--- config.mk ---
export PLATFORM = sky130hd
export DESIGN_NAME = text_console_writer
export DESIGN_NICKNAME = d
export VERILOG_FILES = /design/src/rtl/text_console_writer.sv
export SDC_FILE = /design/constraint.sdc
export NUM_CORES = 1
export LEC_CHECK = 0
export BUFFER_PORTS_ARGS = -buffer_cell sky130_fd_sc_hd__buf_2
export CAP_MARGIN = 20
export CORE_MARGIN = 4
export CORE_UTILIZATION = 45
export DETAILED_ROUTE_END_ITERATION = 7
export GPL_TIMING_DRIVEN = 0
export PLACE_DENSITY = 0.73
export RECOVER_POWER = 100
export SKIP_CTS_REPAIR_TIMING = 1
export SLEW_MARGIN = 20
export SYNTH_ARGS = -nofsm -noshare
export SYNTH_HDL_FRONTEND = slang
export SYNTH_SLANG_ARGS = --single-unit
--- constraint.sdc ---
create_clock -name clk -period 4.15 [get_ports clk]
set_clock_uncertainty 0.2 [all_clocks]
set_input_delay 1.245 -clock clk [delete_from_list [all_inputs] [get_ports clk]]
set_output_delay 1.245 -clock clk [all_outputs]
set_load 0.02 [all_outputs]
--- src/rtl/text_console_writer.sv ---
`default_nettype none
// ============================================================================
// Module      : text_console_writer
// Description : Byte-stream front end for the tile text framebuffer. Accepts
//               characters over a valid/ready handshake, tracks a text cursor
//               and turns printable bytes and control codes into single-cell
//               framebuffer writes. Row clears (newline) and full-screen
//               clears (form feed, power-on) run as internal write sequences.
// Ports       : clk, rst         - clock, asynchronous active-high reset
//               i_data, i_valid  - incoming character byte and its qualifier
//               o_ready          - byte accepted at an edge with i_valid high
//               o_fb_addr/data/we- framebuffer write port (addr = x + HTILES*y)
//               o_cursor_x/y     - current cursor column / row
//               o_busy           - a clear sequence is in progress
// Revision    : 1.0 - initial release
// ============================================================================
module text_console_writer #(
  parameter int         HTILES     = 80,
  parameter int         VTILES     = 60,
  parameter int         ADDR_W     = 13,
  parameter logic [7:0] CLEAR_CHAR = 8'h20
) (
  input  logic                        clk,
  input  logic                        rst,
  input  logic [7:0]                  i_data,
  input  logic                        i_valid,
  output logic                        o_ready,
  output logic [ADDR_W-1:0]           o_fb_addr,
  output logic [7:0]                  o_fb_data,
  output logic                        o_fb_we,
  output logic [$clog2(HTILES)-1:0]   o_cursor_x,
  output logic [$clog2(VTILES)-1:0]   o_cursor_y,
  output logic                        o_busy
);

  localparam int c_x_w   = $clog2(HTILES);
  localparam int c_y_w   = $clog2(VTILES);
  localparam int c_cells = HTILES * VTILES;

  typedef enum logic [1:0] {
    ST_IDLE    = 2'd0,
    ST_CLR_ROW = 2'd1,
    ST_CLR_ALL = 2'd2
  } state_t;

  state_t              r_state, w_state;
  logic [ADDR_W-1:0]   r_cnt, w_cnt;
  logic [c_x_w-1:0]    r_x, w_x;
  logic [c_y_w-1:0]    r_y, w_y;
  logic [ADDR_W-1:0]   r_fb_addr, w_fb_addr;
  logic [7:0]          r_fb_data, w_fb_data;
  logic                r_fb_we, w_fb_we;
  logic                r_ready, r_busy;
  logic                w_ready;

  logic [ADDR_W-1:0]   w_row_base;
  logic [c_y_w-1:0]    w_y_next;

  // Row base uses the registered row; during CLR_ROW this is already the
  // row being cleared because the newline updates y on the accept edge.
  assign w_row_base = ADDR_W'(r_y) * ADDR_W'(HTILES);
  // Rows wrap to the top instead of scrolling.
  assign w_y_next   = (r_y == c_y_w'(VTILES - 1)) ? '0 : r_y + 1'b1;

  always_comb begin
    w_state   = r_state;
    w_cnt     = r_cnt;
    w_x       = r_x;
    w_y       = r_y;
    w_fb_we   = 1'b0;
    w_fb_addr = r_fb_addr;
    w_fb_data = r_fb_data;

    unique case (r_state)
      ST_IDLE: begin
        if (i_valid) begin
          if (i_data >= 8'h20 && i_data <= 8'h7E) begin
            w_fb_we   = 1'b1;
            w_fb_addr = w_row_base + ADDR_W'(r_x);
            w_fb_data = i_data;
            if (r_x != c_x_w'(HTILES - 1)) begin
              w_x = r_x + 1'b1;
            end else begin
              // Char stays on the old row; the new row is then cleared.
              w_x     = '0;
              w_y     = w_y_next;
              w_state = ST_CLR_ROW;
              w_cnt   = '0;
            end
          end else begin
            case (i_data)
              8'h0D: w_x = '0;
              8'h0A: begin
                w_x     = '0;
                w_y     = w_y_next;
                w_state = ST_CLR_ROW;
                w_cnt   = '0;
              end
              8'h08: begin
                if (r_x != '0) begin
                  w_x       = r_x - 1'b1;
                  w_fb_we   = 1'b1;
                  w_fb_addr = w_row_base + ADDR_W'(r_x - 1'b1);
                  w_fb_data = CLEAR_CHAR;
                end
              end
              8'h0C: begin
                w_x     = '0;
                w_y     = '0;
                w_state = ST_CLR_ALL;
                w_cnt   = '0;
              end
              default: ;  // consumed without effect
            endcase
          end
        end
      end

      ST_CLR_ROW: begin
        w_fb_we   = 1'b1;
        w_fb_addr = w_row_base + r_cnt;
        w_fb_data = CLEAR_CHAR;
        if (r_cnt == ADDR_W'(HTILES - 1)) begin
          w_state = ST_IDLE;
          w_cnt   = '0;
        end else begin
          w_cnt = r_cnt + 1'b1;
        end
      end

      ST_CLR_ALL: begin
        w_fb_we   = 1'b1;
        w_fb_addr = r_cnt;
        w_fb_data = CLEAR_CHAR;
        if (r_cnt == ADDR_W'(c_cells - 1)) begin
          w_state = ST_IDLE;
          w_cnt   = '0;
        end else begin
          w_cnt = r_cnt + 1'b1;
        end
      end

      default: begin
        // Unreachable encoding: recover through a full clear.
        w_state = ST_CLR_ALL;
        w_cnt   = '0;
      end
    endcase
  end

  // Ready/busy are registered from the next state so they line up with it.
  assign w_ready = (w_state == ST_IDLE);

  always_ff @(posedge clk or posedge rst) begin
    if (rst) begin
      r_state   <= ST_CLR_ALL;
      r_cnt     <= '0;
      r_x       <= '0;
      r_y       <= '0;
      r_fb_we   <= 1'b0;
      r_fb_addr <= '0;
      r_fb_data <= '0;
      r_ready   <= 1'b0;
      r_busy    <= 1'b1;
    end else begin
      r_state   <= w_state;
      r_cnt     <= w_cnt;
      r_x       <= w_x;
      r_y       <= w_y;
      r_fb_we   <= w_fb_we;
      r_fb_addr <= w_fb_addr;
      r_fb_data <= w_fb_data;
      r_ready   <= w_ready;
      r_busy    <= ~w_ready;
    end
  end

  assign o_ready    = r_ready;
  assign o_busy     = r_busy;
  assign o_fb_we    = r_fb_we;
  assign o_fb_addr  = r_fb_addr;
  assign o_fb_data  = r_fb_data;
  assign o_cursor_x = r_x;
  assign o_cursor_y = r_y;

endmodule
`default_nettype wire

Word-level counts from Yosys, hierarchy flattened
Cells that the tools add are included.
{ "totals": {"ff_bits": 52, "out_inout_bits": 37} }
{ "op_classes": {"addsub": 8, "multipliers": 1, "magnitude_cmp": 2, "mux": 37, "reduce_logical": 16, "n_bitwise": 1, "n_eq_ne": 17} }
{ "ops": {"columns": ["operator", "count"], "rows": [
  ["13-bit 2-to-1 mux", 10],
  ["13-bit case mux with 3 select lines", 2],
  ["8-bit by 4-bit equality test with 1-bit output (second input constant)", 4],
  ["8-bit 2-to-1 mux", 4],
  ["13-bit adder", 2],
  ["7-bit 2-to-1 mux", 3],
  ["6-bit 2-to-1 mux", 3],
  ["8-bit case mux with 2 select lines", 1],
  ["4-bit AND reduction", 4],
  ["7-bit case mux with 2 select lines", 1],
  ["13-bit by 1-bit adder with 13-bit output (second input constant)", 1],
  ["13-bit by 7-bit adder with 13-bit output", 1],
  ["13-bit equality test (second input constant)", 1],
  ["13-bit by 7-bit equality test with 1-bit output (second input constant)", 1],
  ["3-bit inequality test (second input constant)", 4],
  ["6-bit case mux with 2 select lines", 1],
  ["2-bit 2-to-1 mux", 5],
  ["6-bit by 3-bit multiplier with 9-bit output (second input constant)", 1],
  ["3-bit nonzero test", 3],
  ["8-bit by 6-bit greater-or-equal comparator with 1-bit output (second input constant)", 1],
  ["8-bit by 7-bit less-or-equal comparator with 1-bit output (second input constant)", 1],
  ["7-bit by 1-bit subtractor with 8-bit output (second input constant)", 1],
  ["7-bit by 1-bit adder with 7-bit output (second input constant)", 1],
  ["7-bit inequality test (second input constant)", 1],
  ["19 further kinds", 25]
]} }

Longest topological paths before layout
Gate-level depths: netlist of the first run.
{ "logic_depth": {"ltp_word": 7, "ltp_mapped": 16, "ltp_nobuf": 15} }

Least setup slack after synthesis of the first run
Ideal clock, no wire load.
{ "synth_path": {"path_kind": "in2reg", "start": "input i_data[2]", "end": "register r_fb_addr[12] (netlist: o_fb_addr[12])", "cell_stages": 15, "required_time_ns": 3.824, "slack_ns": 0.021, "arrival_ns": 3.803, "cell_sequence": "buf_4 -> nand3_1 -> o21ai_2 -> buf_2 -> nand2_1 -> xor2_1 -> o21ai_0 -> inv_1 -> fa_1 -> inv_1 -> a21o_1 -> a211o_1 -> a31oi_1 -> xnor2_1 -> a221o_1"} }
{ "synth_between": {"elab_chain_len": 5} }
{ "synth_rtl": {"columns": ["element", "line_no", "source"], "rows": [
  ["from (decl)", "25", "input logic [7:0] i_data,"],
  ["8-bit by 6-bit greater-or-equal comparator with 1-bit output or 8-bit by 7-bit less-or-equal comparator with 1-bit output (tied branches)", "77", "if (i_data >= 8'h20 && i_data <= 8'h7E) begin"],
  ["1-bit logical AND", "77", null],
  ["13-bit 2-to-1 mux", "77", null],
  ["13-bit 2-to-1 mux", "76", "if (i_valid) begin"],
  ["13-bit case mux with 3 select lines", "74", "unique case (r_state)"],
  ["to (signal assigned)", "171", "r_fb_addr <= w_fb_addr;"],
  ["to (decl)", "50", "logic [ADDR_W-1:0] r_fb_addr, w_fb_addr;"]
]} }
Parallel ways exist; a longest one is shown, timed or not. The select of a mux whose other input is x is not followed.
A chain may end at the register's enable or synchronous reset.

Worst setup path after layout of the first run
{ "layout_path": {"start": "input i_data[5]", "end": "register r_fb_addr[12] (netlist: o_fb_addr[12])"} }
Same word-level chain as after synthesis.

==> metrics.cfg, run 1 <==
[critical_path]
cp_cell_sequence=buf_2 -> nand4_1 -> o21a_4 -> buf_4 -> nor2_2 -> xnor2_1 -> o21ai_0 -> ha_2 -> inv_1 -> fa_1 -> inv_1 -> a21o_1 -> a211o_1 -> a31oi_2 -> xnor2_1 -> a221o_1
reg2reg_setup_slack_ns=0.58
rr_endpoint=r_cnt[7]
critical_path_launch_point=i_data[5]
critical_path.startpoint_type=input port
worst-endpoint-required_ns=4.15
data_arrival_time_of_the_critical_path_ns=4.03
critical-path-slowest-cell=sky130_fd_sc_hd__fa_1
cpLargestDelayFamily=compound AO/OA/AOI/OAI gates
critical_path_cell_count=16
cp_max_fo=10
critPathCaptureType=flip-flop
rr_startpoint=o_cursor_x[1]
path_buf_inv=4
crit_path_max_incr_delay_ns=0.39
cp-endpoint=o_fb_addr[12]
critical_path_class=input port to flip-flop
r2r.worst_path.cells=6

[place]
place_congestion=0.941
place.port_buffers=45
place_hpwl_mm=7.15
place.detailed.instances=597
dpl-instance-area_sq_um=4170

[floorplan]
floorplan.die.height_microns=99.8
design.core.area_sq_um=8220
std_cell_rows=33
die_width_microns=99.8
design.portCount=48
initial_core_util_pct=46.1
die-area_sq_um=9960

[power_and_ir_drop]
combinational_cell_fraction_of_total_power_pct=49.3
switching_power_w=0.000955
leakage_dissipation_nw=1.83
p_per_area_nw_per_um2=499
p_int_w=0.00111
share_seq_of_total_power_pct=36.3
ir_worst_vdd_v=0.000312
switching_share_pct=46.3
fraction_of_power_consumed_by_the_clock_network_pct=14.4
total_power_w=0.00206

[timing]
setup_viol=0
fin_setup_tns_ns=0
timing.final.max_slew_violations=31
finalCritPeriodShare_pct=97.0
max_clock_freq_ghz=0.248
tightest_slew_ns=1.67
final_period_minus_worst_setup_slack_ns=4.02
hold_viol=0
timing.max_slew.rel_slack_pct=-11.3

[layout]
final_std_cells_w_o_fill=607
diodes=0
syn2layout_area_growth_pct=9.04
filler_cell_count=790
finalInstanceArea_sq_um=4130
drive_gt1_share_pct=8.17
finalNetCount=539
postLayoutCoreUtil_pct=50.3

[drt]
avgViaCountPerCell=5.81
route.antenna.remaining_nets=0
detailed_route_wire_length_mm=9.32
drt_drc_violations_left=0
drtPass1Iterations=6
routed_wire_length_per_instance_microns=15.4
initial_drc_count=154
via_count=3527

[status]
violations=capacitance limit, slew limit
outcome=finished, violations left

[clocking]
clk_pin_slew_ns=0.09
tritoncts_num_sinks=52
depth_of_the_cts_h_tree=2
cts_max_path_buffers=2
cts_inserted_buffers=5
clock_insertion_delay_worst_skew_ns=0.31
cts_root_buf=sky130_fd_sc_hd__clkbuf_8
cts_tree=done

[run]
cap_violations=2

[synth]
synth_cell_types=65
synth-warning-count=0
synth.ff_latch_count=52
synth_sequential_area_ratio_pct=34.4
synth_nets=484
synth_enable_flop_cells=0
post_synthesis_area_per_instance_sq_um=8.50
post_synth_inst_count=446
synthesis.area_sq_um=3790
synthArstFlopShare_pct=100
ys_dominant_reg_cell=sky130_fd_sc_hd__dfrtp_1

[worst_hold_path]
holdCritPathClass=flip-flop to flip-flop

[global_route]
grt.total_usage_pct=19.2
gr-total-overflow=0
grt_antenna_before_repair=0
grt_start_max_net_pins=31
first_pass_grt_wire_length_mm=15.9
grt_pass1_vias=3316

-- power by group through the flow --
stage / Clock (W) / Sequential, W / Combinational, W
detailed placement: 0 / 0.000756 / 0.00107
floorplan: 0 / 0.000883 / 0.000610
finish: 0.000297 / 0.000748 / 0.00102
global placement: 0 / 0.000751 / 0.00105
global route: 0.000324 / 0.000768 / 0.00113
CTS: 0.000305 / 0.000746 / 0.00107
-- synth_stat cells (3+ instances only) --
cell type	count	area, sq um
sky130_fd_sc_hd__a211oi_1	4	30.0
sky130_fd_sc_hd__a21o_1	11	82.6
sky130_fd_sc_hd__a21oi_1	22	110
sky130_fd_sc_hd__a221o_1	3	30.0
sky130_fd_sc_hd__a22oi_1	6	45.0
sky130_fd_sc_hd__a31oi_1	6	37.5
sky130_fd_sc_hd__and2_1	3	18.8
sky130_fd_sc_hd__and3_1	5	31.3
sky130_fd_sc_hd__buf_2	5	25.0
sky130_fd_sc_hd__buf_4	3	22.5
sky130_fd_sc_hd__clkbuf_1	6	22.5
sky130_fd_sc_hd__dfrtp_1	50	1250
sky130_fd_sc_hd__ha_1	25	313
sky130_fd_sc_hd__inv_1	21	78.8
sky130_fd_sc_hd__nand2_1	70	263
sky130_fd_sc_hd__nand3_1	14	70.1
sky130_fd_sc_hd__nor2_1	26	97.6
sky130_fd_sc_hd__nor2b_1	5	31.3
sky130_fd_sc_hd__nor3_1	6	30.0
sky130_fd_sc_hd__nor4_1	4	25.0
sky130_fd_sc_hd__o21a_1	4	30.0
sky130_fd_sc_hd__o21ai_0	63	315
sky130_fd_sc_hd__o21ai_1	3	15.0
sky130_fd_sc_hd__o22ai_1	6	37.5
sky130_fd_sc_hd__o31ai_1	7	52.6
sky130_fd_sc_hd__or3_1	5	31.3
sky130_fd_sc_hd__xnor2_1	13	114
sky130_fd_sc_hd__xor2_1	4	35.0
-- registers in the layout, summed over array words and instances (netlist names) --
name	count
o_busy	1
o_fb_we	1
o_ready	1
r_cnt	13
o_cursor_y	6
o_fb_data	8
o_cursor_x	7
o_fb_addr	13
r_state	2
-- logic make-up (layout without fill, tap and decap cells) --
kind of cell	after synthesis	count (layout)	share of synthesized area [%]
AO/OA/AOI/OAI	154	154	26.8
adder cells (fa/ha/maj)	27	27	9.31
flip-flops	52	52	34.4
AND/OR/NAND/NOR	156	156	20.6
buffers and inverters	40	96	4.95
XOR/XNOR	17	17	3.93
-- cell type report --
| type | instances | area, sq um | area share [%] |
|---|---|---|---|
| inverters | 21 | 78.8 | 1.91 |
| clock buffers | 6 | 72.6 | 1.76 |
| plain buffers | 19 | 113 | 2.72 |
| clock inverters | 2 | 13.8 | 0.333 |
| repair buffers | 48 | 193 | 4.66 |
| multi-input cells | 354 | 2230 | 53.9 |
| flip-flops and latches | 52 | 1300 | 31.5 |
| well taps | 105 | 131 | 3.18 |
-- cell usage in the layout, fill, tap and decap left out, types with 2 or more instances in the layout --
cell	instances
sky130_fd_sc_hd__xor2_1	4
sky130_fd_sc_hd__nor2b_1	5
sky130_fd_sc_hd__a41oi_1	2
sky130_fd_sc_hd__buf_2	10
sky130_fd_sc_hd__o21ai_0	65
sky130_fd_sc_hd__ha_1	24
sky130_fd_sc_hd__inv_1	21
sky130_fd_sc_hd__a31oi_1	6
sky130_fd_sc_hd__and3_2	2
sky130_fd_sc_hd__dfstp_2	2
sky130_fd_sc_hd__nor3_1	6
sky130_fd_sc_hd__nor2_1	26
sky130_fd_sc_hd__a22oi_1	6
sky130_fd_sc_hd__clkbuf_8	5
sky130_fd_sc_hd__xnor2_1	13
sky130_fd_sc_hd__and2_1	3
sky130_fd_sc_hd__nor4_1	4
sky130_fd_sc_hd__nor4b_1	2
sky130_fd_sc_hd__o21a_1	3
sky130_fd_sc_hd__or3_1	5
sky130_fd_sc_hd__clkbuf_1	48
sky130_fd_sc_hd__fa_1	2
sky130_fd_sc_hd__a21o_1	11
sky130_fd_sc_hd__o211ai_1	2
sky130_fd_sc_hd__dfrtp_1	50
sky130_fd_sc_hd__o31ai_1	7
sky130_fd_sc_hd__nand2b_1	2
sky130_fd_sc_hd__o22ai_1	7
sky130_fd_sc_hd__clkbuf_4	2
sky130_fd_sc_hd__a221o_1	3
sky130_fd_sc_hd__and3_1	5
sky130_fd_sc_hd__a21oi_1	22
sky130_fd_sc_hd__nand3_1	14
sky130_fd_sc_hd__a211oi_1	4
sky130_fd_sc_hd__nand2_1	71
sky130_fd_sc_hd__buf_4	5
sky130_fd_sc_hd__buf_6	2
-- per-stage QoR --
step / hold WS [ns] / setup WS (ns)
after floorplan: 0.302 / 0.0214
after global placement: 0.258 / -0.458
after detailed placement: 0.266 / -0.530
after CTS: 0.287 / -0.196
after global routing: 0.305 / -0.00486
final: 0.283 / 0.125
-- per-layer routing --
metal / part of all wire [%] / routed length (microns) / GRT usage (%)
met5: 0 / 0 / 0
met4: 0.47 / 44 / 3.57
met3: 5.0 / 469 / 2.71
met2: 49 / 4520 / 31.8
met1: 46 / 4280 / 27.0
-- worst min-delay path by stage --
stage	cells past startpoint	to	start
detailed placement	2	o_fb_addr[9]	o_fb_addr[9]
CTS	2	o_fb_addr[9]	o_fb_addr[9]
global route	2	o_fb_addr[9]	o_fb_addr[9]
floorplan	1	r_cnt[11]	r_cnt[11]
global placement	2	o_fb_addr[9]	o_fb_addr[9]
finish	2	o_fb_addr[9]	o_fb_addr[9]
-- tightest hold or removal path, cell delays in order, from the launching register on --
cell and delay, ns:
sky130_fd_sc_hd__dfrtp_1 0.35, sky130_fd_sc_hd__nand2_1 0.04, sky130_fd_sc_hd__o21ai_0 0.06
No activity file was read; power rests on OpenSTA's default activity.
==> run 2: changes to the inputs <==
CELL_PAD_IN_SITES_DETAIL_PLACEMENT = 1   (was unset)
CELL_PAD_IN_SITES_GLOBAL_PLACEMENT = 2   (was unset)
CORE_UTILIZATION = 35   (was 45)
HOLD_SLACK_MARGIN = 0.06   (was unset)
PLACE_DENSITY = 0.88   (was 0.73)
==> run 2 against run 1 <==
  * The flow still finishes with violations (capacitance limit, slew limit)
  * Combinational power grew 6%
  * Flip-flop and latch count is the same
  * Non-clock buffer count grew 2
  * Register-to-register slack gained 0.07 ns
  * Worst setup slack gained 0.024 ns
  * Power grew 8.9%
  * Via count grew 0.74%
  * Critical endpoint unchanged
  * Largest cell class unchanged
==> metrics.cfg, run 2 (synthesis gave the netlist of run 1 again) <==
[layout]
final_cell_mix=71 x sky130_fd_sc_hd__nand2_1, 61 x sky130_fd_sc_hd__o21ai_0, 50 x sky130_fd_sc_hd__dfrtp_1
diodes=0
syn2layout_area_growth_pct=14.0
finalInstanceArea_sq_um=4320
postLayoutCoreUtil_pct=41.5
finalNetCount=541
drive_gt1_share_pct=10.7
filler_cell_count=1292
most_common_cell_after_layout_fill_and_taps_aside=sky130_fd_sc_hd__nand2_1
final_std_cells_w_o_fill=639

[clocking]
tritoncts_num_sinks=52
cts_inserted_buffers=5
cts_root_buf=sky130_fd_sc_hd__clkbuf_8
depth_of_the_cts_h_tree=2
cts_tree=done
clock_insertion_delay_worst_skew_ns=0.32
cts_max_path_buffers=2
clk_pin_slew_ns=0.10

[timing]
timing.max_slew.rel_slack_pct=-40.3
rsz_0062_raised_after_global_routing=yes
tightest_slew_ns=2.10
hold_viol=0
setup_viol=0
timing.final.max_slew_violations=53
finalCritPeriodShare_pct=96.4
final_period_minus_worst_setup_slack_ns=4.00
fin_setup_tns_ns=0
max_clock_freq_ghz=0.250

[floorplan]
initial_core_util_pct=36.4
std_cell_rows=37
design.core.area_sq_um=10400
die-area_sq_um=12600
die_width_microns=112
design.portCount=48
floorplan.die.height_microns=112

[place]
place.port_buffers=45
place.detailed.instances=627
place_hpwl_mm=8.13
place_congestion=0.823
dpl-instance-area_sq_um=4190

[drt]
drt_drc_violations_left=0
routed_wire_length_per_instance_microns=17.2
drtPass1Iterations=4
avgViaCountPerCell=5.56
via_count=3553
route.antenna.remaining_nets=0
initial_drc_count=150
detailed_route_wire_length_mm=11.0

[critical_path]
cp_max_fo=10
cpLargestDelayFamily=compound AO/OA/AOI/OAI gates
worst-endpoint-required_ns=4.15
critPathCaptureType=flip-flop
data_arrival_time_of_the_critical_path_ns=4.00
cp_cell_sequence=buf_2 -> nand4_1 -> o21a_4 -> buf_4 -> nor2_4 -> xnor2_2 -> o21ai_1 -> ha_1 -> inv_1 -> fa_2 -> inv_1 -> a21o_1 -> a211o_1 -> a31oi_1 -> xnor2_1 -> a221o_1
critical_path.startpoint_type=input port
crit_path_max_incr_delay_ns=0.32
path_buf_inv=4
critical-path-top-cell-by-count=sky130_fd_sc_hd__inv_1
critical_path_class=input port to flip-flop
critical-path-slowest-cell=sky130_fd_sc_hd__a221o_1

[global_route]
grt_pass1_vias=3692
grt_start_max_net_pins=53
grt.total_usage_pct=17.7
gr-total-overflow=0
grt_antenna_before_repair=0
first_pass_grt_wire_length_mm=18.6

[power_and_ir_drop]
ir_worst_vdd_v=0.000281
combinational_cell_fraction_of_total_power_pct=48.1
p_int_w=0.00125
share_seq_of_total_power_pct=33.2
leakage_dissipation_nw=1.91
fraction_of_power_consumed_by_the_clock_network_pct=18.7
switching_power_w=0.000998
total_power_w=0.00225
switching_share_pct=44.5
p_per_area_nw_per_um2=520

[status]
violations=capacitance limit, slew limit
outcome=finished, violations left

[worst_hold_path]
holdCritPathClass=flip-flop to flip-flop

[run]
cap_violations=1

[run 2: per-layer routing]
| metal | part of all wire [%] | vias up | track usage, % | wire length (microns) |
|---|---|---|---|---|
| met5 | 0 | - | 0 | 0 |
| met4 | 1.0 | 0 | 3.61 | 112 |
| met3 | 2.8 | 10 | 2.59 | 307 |
| met2 | 48 | 54 | 30.9 | 5320 |
| met1 | 48 | 1774 | 23.6 | 5240 |
| li1 | - | 1715 | - | - |
[run 2: area by class of cell]
cell class,count,area [sq um],area share (%)
inverters,21,78.8,1.82
well taps,136,170,3.94
clock buffers,5,68.8,1.59
plain buffers,19,119,2.75
flip-flops and latches,52,1300,30.2
clock inverters,2,60.1,1.39
multi-input cells,354,2310,53.3
repair buffers,50,216,5.01
[run 2: stage by stage]
step / setup WS [ns] / hold WS (ns)
floorplan: 0.0214 / 0.302
detailed placement: -0.622 / 0.268
global route: -0.0474 / 0.315
global placement: -0.565 / 0.262
finish: 0.149 / 0.291
CTS: -0.289 / 0.292
[run 2: tightest hold or removal path, cell delays in order (launching register included)]
cell	delay [ns]
sky130_fd_sc_hd__dfrtp_1	0.36
sky130_fd_sc_hd__nand2_1	0.05
sky130_fd_sc_hd__o21ai_0	0.06
[run 2: power groups by stage]
stage	registers [W]	clock network (W)	logic, W
floorplan	0.000883	0	0.000610
CTS	0.000745	0.000429	0.00110
global route	0.000771	0.000451	0.00121
detailed placement	0.000755	0	0.00109
global placement	0.000750	0	0.00107
finish	0.000747	0.000420	0.00108
[run 2: final timing paths]
check | from | endpoint | slack, ns | depth (start not counted)
worst max register to register | o_cursor_x[2] | o_fb_addr[12] | 0.65 | 14
worst min-delay path | o_fb_data[4] | o_fb_data[4] | 0.29 | 2
max in group asynchronous | rst | o_cursor_y[0] | 1.12 | 2
min in group asynchronous | rst | o_fb_addr[3] | 1.42 | 2
worst max-delay path | i_data[5] | o_fb_addr[12] | 0.15 | 16
worst min register to register | o_fb_data[4] | o_fb_data[4] | 0.29 | 2
